### src/rtl/instruction_decode_if.sv
// Fetch/decode boundary bundle: control in, decoded fields and redirect out.
// Decode owns the slave side; the fetch stage (or a bench) owns the master side.
interface instruction_decode_if #(
  parameter int INSN_WIDTH = 16,
  parameter int DATA_WIDTH = 8
);
  logic                  _run;
  logic                  _stall;
  logic                  _zeroFlag;
  logic [INSN_WIDTH-1:0] instruction;
  logic                  fetchHold;
  logic                  _branchJump;
  logic                  _relative;
  logic [DATA_WIDTH-1:0] _destBranchJump;
  logic [3:0]            opcode;
  logic [3:0]            rd;
  logic [3:0]            rs;
  logic [DATA_WIDTH-1:0] imm;
  logic                  decValid;
  logic                  haltReq;

  modport slave (
    input  _run, _stall, _zeroFlag, instruction,
    output fetchHold, _branchJump, _relative, _destBranchJump,
           opcode, rd, rs, imm, decValid, haltReq
  );

  modport master (
    output _run, _stall, _zeroFlag, instruction,
    input  fetchHold, _branchJump, _relative, _destBranchJump,
           opcode, rd, rs, imm, decValid, haltReq
  );
endinterface

### src/rtl/instruction_decode.sv
// Decode register + jump/branch resolution; fields 1 edge after capture, redirect combinational.
// _stall holds the register and suppresses redirects; fetchHold freezes fetch in IDLE/HALTED/stall.
module instruction_decode #(
  parameter int INSN_WIDTH = 16,
  parameter int DATA_WIDTH = 8
) (
  input logic                _CLK,
  input logic                _reset,
  instruction_decode_if.slave dec
);
  typedef enum logic [1:0] {IDLE, RUN, FLUSH, HALTED} state_e;

  localparam logic [3:0] OP_JMP  = 4'hA;
  localparam logic [3:0] OP_BR   = 4'hB;
  localparam logic [3:0] OP_BEQZ = 4'hC;
  localparam logic [3:0] OP_HALT = 4'hF;

  state_e                state_q, state_d;
  logic [INSN_WIDTH-1:0] insn_q, insn_d;
  logic                  dec_valid_q, dec_valid_d;
  logic                  halt_req_q, halt_req_d;

  logic [3:0]            op;
  logic [DATA_WIDTH-1:0] imm_ext;
  logic                  live;
  logic                  take_rel;
  logic                  take_jump;
  logic                  retire_halt;
  logic                  capture;

  assign op      = insn_q[INSN_WIDTH-1 -: 4];
  assign imm_ext = DATA_WIDTH'($signed(insn_q[7:0]));

  // A held or dying (_run low) instruction must never redirect fetch.
  assign live        = dec_valid_q & ~dec._stall & dec._run & (state_q == RUN);
  assign take_rel    = live & ((op == OP_BR) | ((op == OP_BEQZ) & dec._zeroFlag));
  assign take_jump   = take_rel | (live & (op == OP_JMP));
  assign retire_halt = live & (op == OP_HALT);

  // The word arriving on the redirect edge is the wrong-path one, so it is not loaded.
  assign capture = dec._run & ~dec._stall &
                   ((state_q == FLUSH) |
                    ((state_q == RUN) & ~retire_halt & ~take_jump));

  always_comb begin
    state_d     = state_q;
    insn_d      = insn_q;
    dec_valid_d = dec_valid_q;
    halt_req_d  = halt_req_q;

    if (capture) begin
      insn_d      = dec.instruction;
      dec_valid_d = 1'b1;
      if (dec.instruction[INSN_WIDTH-1 -: 4] == OP_HALT) begin
        halt_req_d = 1'b1;
      end
    end

    case (state_q)
      IDLE: begin
        dec_valid_d = 1'b0;
        if (dec._run) begin
          state_d = RUN;
        end
      end
      RUN: begin
        if (!dec._run) begin
          state_d     = IDLE;
          dec_valid_d = 1'b0;
        end else if (retire_halt) begin
          state_d     = HALTED;
          dec_valid_d = 1'b0;
        end else if (take_jump) begin
          state_d     = FLUSH;
          dec_valid_d = 1'b0;
        end
      end
      FLUSH: begin
        if (!dec._run) begin
          state_d     = IDLE;
          dec_valid_d = 1'b0;
        end else begin
          state_d = RUN;
        end
      end
      HALTED: begin
        dec_valid_d = 1'b0;
      end
      default: begin
        state_d     = IDLE;
        dec_valid_d = 1'b0;
      end
    endcase
  end

  always_ff @(posedge _CLK or posedge _reset) begin
    if (_reset) begin
      state_q     <= IDLE;
      insn_q      <= '0;
      dec_valid_q <= 1'b0;
      halt_req_q  <= 1'b0;
    end else begin
      state_q     <= state_d;
      insn_q      <= insn_d;
      dec_valid_q <= dec_valid_d;
      halt_req_q  <= halt_req_d;
    end
  end

  assign dec.opcode          = op;
  assign dec.rd              = insn_q[11:8];
  assign dec.rs              = insn_q[7:4];
  assign dec.imm             = imm_ext;
  assign dec.decValid        = dec_valid_q;
  assign dec.haltReq         = halt_req_q;
  assign dec._branchJump     = take_jump;
  assign dec._relative       = take_rel;
  assign dec._destBranchJump = take_jump ? imm_ext : '0;
  assign dec.fetchHold       = dec._stall | (state_q == HALTED) | (state_q == IDLE);
endmodule

### src/flat_wrapper.sv
// flat-port wrapper written by rule: the top's interface ports become plain ports
module instruction_decode_flat 
#(
  parameter int INSN_WIDTH = 16,
  parameter int DATA_WIDTH = 8
)
  (_CLK, _reset, dec__run, dec__stall, dec__zeroFlag, dec_instruction, dec_fetchHold, dec__branchJump, dec__relative, dec__destBranchJump, dec_opcode, dec_rd, dec_rs, dec_imm, dec_decValid, dec_haltReq);
  instruction_decode_if #(.INSN_WIDTH(INSN_WIDTH), .DATA_WIDTH(DATA_WIDTH)) dec_i ();
  input logic _CLK;
  input logic _reset;
  input wire logic [$bits(dec_i._run)-1:0] dec__run;
  input wire logic [$bits(dec_i._stall)-1:0] dec__stall;
  input wire logic [$bits(dec_i._zeroFlag)-1:0] dec__zeroFlag;
  input wire logic [$bits(dec_i.instruction)-1:0] dec_instruction;
  output wire logic [$bits(dec_i.fetchHold)-1:0] dec_fetchHold;
  output wire logic [$bits(dec_i._branchJump)-1:0] dec__branchJump;
  output wire logic [$bits(dec_i._relative)-1:0] dec__relative;
  output wire logic [$bits(dec_i._destBranchJump)-1:0] dec__destBranchJump;
  output wire logic [$bits(dec_i.opcode)-1:0] dec_opcode;
  output wire logic [$bits(dec_i.rd)-1:0] dec_rd;
  output wire logic [$bits(dec_i.rs)-1:0] dec_rs;
  output wire logic [$bits(dec_i.imm)-1:0] dec_imm;
  output wire logic [$bits(dec_i.decValid)-1:0] dec_decValid;
  output wire logic [$bits(dec_i.haltReq)-1:0] dec_haltReq;
  assign dec_i._run = dec__run;
  assign dec_i._stall = dec__stall;
  assign dec_i._zeroFlag = dec__zeroFlag;
  assign dec_i.instruction = dec_instruction;
  assign dec_fetchHold = dec_i.fetchHold;
  assign dec__branchJump = dec_i._branchJump;
  assign dec__relative = dec_i._relative;
  assign dec__destBranchJump = dec_i._destBranchJump;
  assign dec_opcode = dec_i.opcode;
  assign dec_rd = dec_i.rd;
  assign dec_rs = dec_i.rs;
  assign dec_imm = dec_i.imm;
  assign dec_decValid = dec_i.decValid;
  assign dec_haltReq = dec_i.haltReq;
  instruction_decode #(.INSN_WIDTH(INSN_WIDTH), .DATA_WIDTH(DATA_WIDTH)) u_core (._CLK(_CLK), ._reset(_reset), .dec(dec_i));
endmodule
### config.mk
export PLATFORM = sky130hd
export DESIGN_NAME = instruction_decode_flat
export DESIGN_NICKNAME = d
export VERILOG_FILES = /design/src/rtl/instruction_decode_if.sv /design/src/rtl/instruction_decode.sv /design/src/flat_wrapper.sv
export SDC_FILE = /design/constraint.sdc
export NUM_CORES = 1
export LEC_CHECK = 0
export ABC_AREA = 1
export BUFFER_PORTS_ARGS = -buffer_cell sky130_fd_sc_hd__buf_2
export CORE_MARGIN = 2
export CORE_UTILIZATION = 46
export DETAILED_ROUTE_END_ITERATION = 10
export PLACE_DENSITY = 0.85
export SLEW_MARGIN = 40
export SYNTH_ARGS = -nofsm -noshare
export SYNTH_HDL_FRONTEND = slang
export SYNTH_SLANG_ARGS = --single-unit
### constraint.sdc
create_clock -name _CLK -period 2.1 [get_ports _CLK]
set_input_delay 0.105 -clock _CLK [delete_from_list [all_inputs] [get_ports _CLK]]
set_output_delay 0.105 -clock _CLK [all_outputs]
set_load 0.01 [all_outputs]
==> results of run 1 <==
cells by family after synthesis:
logic type,count (synthesis),synth area share
simple gates,91,0.367
compound gates,4,0.0304
buf+inv,32,0.131
flops,20,0.419
fa+ha+maj,5,0.0524
synth_stat cells, drive strengths merged:
cell type	number	share of area
nand2	51	0.19
ha	5	0.052
o21bai	1	0.0094
o211ai	1	0.0063
or3	1	0.0052
buf	7	0.052
inv	25	0.079
a21oi	2	0.015
nand3	22	0.10
nand4	3	0.016
nor2	14	0.055
dfrtp	20	0.42
path summary, 6_finish.rpt:
check	startpoint	to	slack [ns]
min	dec_instruction[9]	u_core.insn_q[9]	0.03
min reg2reg	u_core.dec.haltReq	u_core.dec.haltReq	0.48
max reg2reg	u_core.state_q[1]	u_core.insn_q[15]	0.42
max	u_core.state_q[1]	dec__destBranchJump[5]	0.19
min in group asynchronous	_reset	u_core.insn_q[2]	0.36
max in group asynchronous	_reset	u_core.insn_q[3]	1.41
what timing repair did:
item,CTS,global route
gates resized for setup,0,1
hold endpoints to repair,20,0
endpoints found under the setup margin,0,8
hold buffers,1,0
setup buffers,0,1
metal layers:
layer  part of all wire  up-vias  wire length [um]  global-route usage
met1               0.46      485              1090               0.247
li1                   -      573                 -                   -
met3              0.072        2               171              0.0161
met4             0.0072        0                17              0.0732
met2               0.46       42              1090               0.294
met5                  0        -                 0                   0
flip-flops by register name, indices dropped and copies added, names as in the netlist:
signal               flops
u_core.dec.decValid      1
u_core.state_q           2
u_core.dec.haltReq       1
u_core.insn_q           16
power by group through the flow:
| stage | Combinational [mW] | Sequential (mW) | Clock [mW] |
|---|---|---|---|
| 3_5_place_dp | 0.801 | 0.712 | 0 |
| 4_1_cts | 0.802 | 0.708 | 0.312 |
| 2_1_floorplan | 0.498 | 0.779 | 0 |
| 5_1_grt | 0.891 | 0.733 | 0.337 |
| 3_3_place_gp | 0.778 | 0.710 | 0 |
| 6_report | 0.788 | 0.708 | 0.306 |
worst reg2reg max path, stage by stage, from the launching register on:
cell and delay, ns:
dfrtp_1 0.44, inv_1 0.10, ha_1 0.18, nand2_2 0.08
nor2_4 0.16, nand3_2 0.12, nand3_2 0.11, nand2_4 0.14
nand2_8 0.17, nand2_1 0.08, nand2_1 0.06
final cells by class:
cell class                 count  area [um2]  share of cell area
clock buffer                   3        22.5              0.0149
clock inverter                 1        30.0              0.0199
inverter                      25        93.8              0.0621
multi-input combinational    100         537               0.355
sequential                    20         500               0.331
tap                           30        37.5              0.0248
timing repair buffer          56         290               0.192
stage by stage:
stage               utilization  setup WS [ns]  instance area (um2)  power [mW]  hold slack [ns]
global route              0.610        0.00313                 1510        1.96           0.0204
global placement          0.582          0.481                 1440        1.49            0.258
floorplan                     -          0.547                 1190        1.28           0.0688
finish                    0.610          0.189                 1510        1.80           0.0284
CTS                       0.607          0.103                 1500        1.82           0.0216
detailed placement        0.582          0.392                 1440        1.51            0.267
==> flow_summary.ini, run 1 <==
[status]
status = completed

[floorplan]
start_util = 0.482
dieArea_mm2 = 0.00302
pin_count = 54
die_w_um = 54.9
die_h_um = 54.9
core_mm2 = 0.00248
row_count = 18

[cells_and_area]
area_growth_pct = 26.6
finalNonFillerCells = 235
drive_gt1_frac = 0.366
num-fill-cells = 236
final_common_cell = buf_2
layout_common_cells = 53 x buf_2, 44 x nand2_1, 23 x inv_1
num_antenna_cells = 0
nNetsFinal = 232

[cts]
clkTransAtPathRegs_ns = 0.11
root_buffer = clkbuf_4
htree_levels = 1
cts_tree = built
cts_buffers = 3
clk_latency_ns = 0.29
cts.path.max_buffers = 2
numClockSinks = 20

[setup_path]
cpLargestDelayFamily = simple AND/OR/NAND/NOR gates
cp-start-kind = flip-flop
cp_max_fo = 8
worstSetupPathType = reg2out
path_cells = inv_1 -> ha_1 -> nand2_2 -> nor2_4 -> nand3_2 -> nand2_1 -> inv_2 -> nor2_1 -> buf_2
worstPathRequired_ns = 2.00
rr_worst_depth = 10
cp_num_cells = 9
critPathSlowestCell = dfrtp_1
slowest_delay_ns = 0.44
critPathArrivalTime_ns = 1.81
cp.buffers_inverters = 3
end_kind = output port

[global_route]
antenna_found_initial = 0
grt_pass1_vias = 931
grt_pass1_wl_um = 3910
grt-ovfl-total = 0
track_usage = 0.180
grt_max_degree = 21

[placement]
dpl.hpwl_um = 1910
portBuffers = 53
dp_cells = 229
gp_congestion = 0.777

[power_and_ir_drop]
net-switching-power_mw = 0.732
switching_share = 0.406
share_comb_of_total_power = 0.437
pwr-share-clk = 0.170
ir_drop_mv = 0.906
powerDensity_mw_per_mm2 = 1190
internal_power_mw = 1.07
p_seq_frac = 0.393
leakage_nw = 0.921

[timing]
fin_skew_ns = 0.00730
setup-tns-final_ns = 0
fin_crit_ns = 1.91
maxSlewHeadroom = 0.544
finalHoldViolations = 0
slew_violations = 0
setup_viol = 0
clock.fmax_mhz = 523
finalCritPeriodShare = 0.910
rsz0062_at_grt = no
tightest_slew_ns = 0.679

[worst_hold_path]
min_path_type = in2reg
hold_path_depth = 3

[detailed_routing]
drtPass1Iterations = 4
drc_errors = 0
drtAntennaViolNets = 0
viasPerCell = 4.69
vias = 1102
routedWlPerCell_um = 10.1
routed_wirelength_um = 2380
first_iter_violations = 19

[synth]
ys_warn_count = 0
syn_area_mm2 = 0.00119
synth-seq-area-share = 0.419
ys_ff_latch = 20
synthCells = 152
synth_fp_nets = 178
synth.avg_cell_area_um2 = 7.85
synth_cell_types = 20

[job]
drv_cap = 0
No activity file was read; power rests on OpenSTA's default activity.
==> run 2: changes to the inputs <==
CELL_PAD_IN_SITES_DETAIL_PLACEMENT = 2   (was default)
CELL_PAD_IN_SITES_GLOBAL_PLACEMENT = 2   (was default)
CORE_UTILIZATION = 25   (was 46)
==> run 2 against run 1 <==
Against the previous run:
- clock-buffer cell count up 1
- non-clock buffer count stayed put
- clock power shrank 6%
- critical path type unchanged
- setup slack worse by 0.012 ns
- register-to-register slack worse by 0.10 ns
- sequential cell count stayed put
- sequential share of layout area fell by 0.85 points
- maximum frequency decreased by 0.62%
- largest power group unchanged
- via count is 4.5% higher
- utilization decreased by 28 points
==> flow_summary.ini, run 2 (same netlist as run 1, synthesis figures left out) <==
[setup_path]
worstPathRequired_ns = 2.00
slowest_delay_ns = 0.43
cp_max_fo = 8
critPathArrivalTime_ns = 1.82
end_kind = output port
critPathSlowestCell = dfrtp_1
path_cells = inv_1 -> ha_1 -> nand2_2 -> nor2_4 -> nand2_2 -> nand2_1 -> inv_2 -> nor2_1 -> buf_2
cp-start-kind = flip-flop
worstSetupPathType = reg2out
cp_common_cell = nand2_2

[floorplan]
row_count = 25
core_mm2 = 0.00466
dieArea_mm2 = 0.00534
die_w_um = 73.1
start_util = 0.256
pin_count = 54
die_h_um = 73.1

[cts]
numClockSinks = 20
root_buffer = clkbuf_8
cts.path.max_buffers = 2
clkTransAtPathRegs_ns = 0.07
htree_levels = 1
cts_tree = built
clk_latency_ns = 0.25
cts_buffers = 3

[cells_and_area]
largest_register = u_core.insn_q
num-fill-cells = 555
post-route-cell-area_mm2 = 0.00155
largest_register_ff_count = 16
area_growth_pct = 30.0
seqCellArea_um2 = 500
layout_common_cells = 53 x buf_2, 44 x nand2_1, 23 x inv_1
final_common_cell = buf_2
num_antenna_cells = 0
multi_input_area_um2 = 544
reg.largest.list = u_core.insn_q: 16 flops, u_core.state_q: 2 flops
nNetsFinal = 232
drive_gt1_frac = 0.371

[worst_hold_path]
min_path_type = in2reg

[power_and_ir_drop]
p_seq_frac = 0.388
internal_power_mw = 1.05
share_comb_of_total_power = 0.455
leakage_nw = 0.925
net-switching-power_mw = 0.796
switching_share = 0.432
pwr-share-clk = 0.157
powerDensity_mw_per_mm2 = 1190
ir_drop_mv = 0.515

[global_route]
track_usage = 0.139
grt-ovfl-total = 0
grt_pass1_vias = 1177
grt_max_degree = 21
antenna_found_initial = 0
grt_pass1_wl_um = 5770

[placement]
placed_area_mm2 = 0.00147
portBuffers = 53
dpl.hpwl_um = 2810
place_ws_ns = 0.303
gp_congestion = 0.755

[detailed_routing]
drtAntennaViolNets = 0
drc_errors = 0
vias = 1152
first_iter_violations = 21
viasPerCell = 4.45
routed_wirelength_um = 3480
routedWlPerCell_um = 13.4
drtPass1Iterations = 3

[timing]
slew_violations = 0
fin_crit_ns = 1.92
rsz0062_at_grt = no
fin_skew_ns = 0.00476
tightest_slew_ns = 0.721
setup_slack_ns = 0.177
maxSlewHeadroom = 0.519
finalCritPeriodShare = 0.916
finalHoldViolations = 0
setup_viol = 0
setup-tns-final_ns = 0
clock.fmax_mhz = 520

[job]
drv_cap = 0

[status]
status = completed
==> run 2: cell types whose count changed in the layout (fill, tap and decap cells not counted), sizes merged <==
| cell | delta |
|---|---|
| inv | +1 |
| bufinv | -1 |
| clkbuf | +1 |
| clkinv | -1 |
==> run 2: layer usage <==
| metal | GRT usage | up-vias | part of all wire | wire (um) |
|---|---|---|---|---|
| met5 | 0 | - | 0 | 0 |
| met4 | 0.0247 | 0 | 0.0055 | 19 |
| met3 | 0.0331 | 2 | 0.046 | 160 |
| met2 | 0.259 | 27 | 0.55 | 1900 |
| met1 | 0.162 | 553 | 0.40 | 1400 |
| li1 | - | 570 | - | - |
==> run 2: path summary, 6_finish.rpt <==
check	from	to	slack, ns	cells past startpoint
worst max-delay path	u_core.state_q[1]	dec__destBranchJump[6]	0.18	9
worst min-delay path	dec_instruction[9]	u_core.insn_q[9]	0.08	3
worst max register to register	u_core.state_q[1]	u_core.insn_q[3]	0.32	10
worst min register to register	u_core.insn_q[10]	u_core.insn_q[10]	0.48	2
max in group asynchronous	_reset	u_core.insn_q[1]	1.40	3
min in group asynchronous	_reset	u_core.insn_q[11]	0.40	3
==> run 2: power groups by stage <==
stage                     clock network [mW]  logic (mW)  registers [mW]
after global routing                   0.317       0.944           0.752
after global placement                     0       0.799           0.721
after floorplan                            0       0.498           0.779
final                                  0.289       0.838           0.715
after CTS                              0.299       0.854           0.725
after detailed placement                   0       0.849           0.731
==> run 2: critical path, delay by kind of cell, from the launching register on <==
family	cells	cell delay, ns
adders and majority gates	1	0.19
and+or+nand+nor	5	0.61
buffers and inverters	3	0.35
DFF	1	0.43
==> run 2: final cells by class <==
cell class | count | share of cell area
inverter | 25 | 0.0605
multi-input combinational | 100 | 0.351
sequential | 20 | 0.323
clock buffer | 4 | 0.0355
tap | 54 | 0.0435
timing repair buffer | 56 | 0.187
==> run 2: through the flow <==
stage,cells,power [mW],hold WS (ns),util
floorplan,152,1.28,0.0688,-
global placement,253,1.52,0.292,0.316
detailed placement,253,1.58,0.293,0.316
CTS,257,1.88,0.00926,0.328
global route,259,2.01,0.0844,0.333
finish,259,1.84,0.0758,0.333
==> run 2: timing repair <==
item,4_1_cts,5_1_grt
setup buffers,0,1
endpoints found under the hold margin,0,20
resized for setup,0,2
hold buffers,0,1
endpoints found under the setup margin,0,8
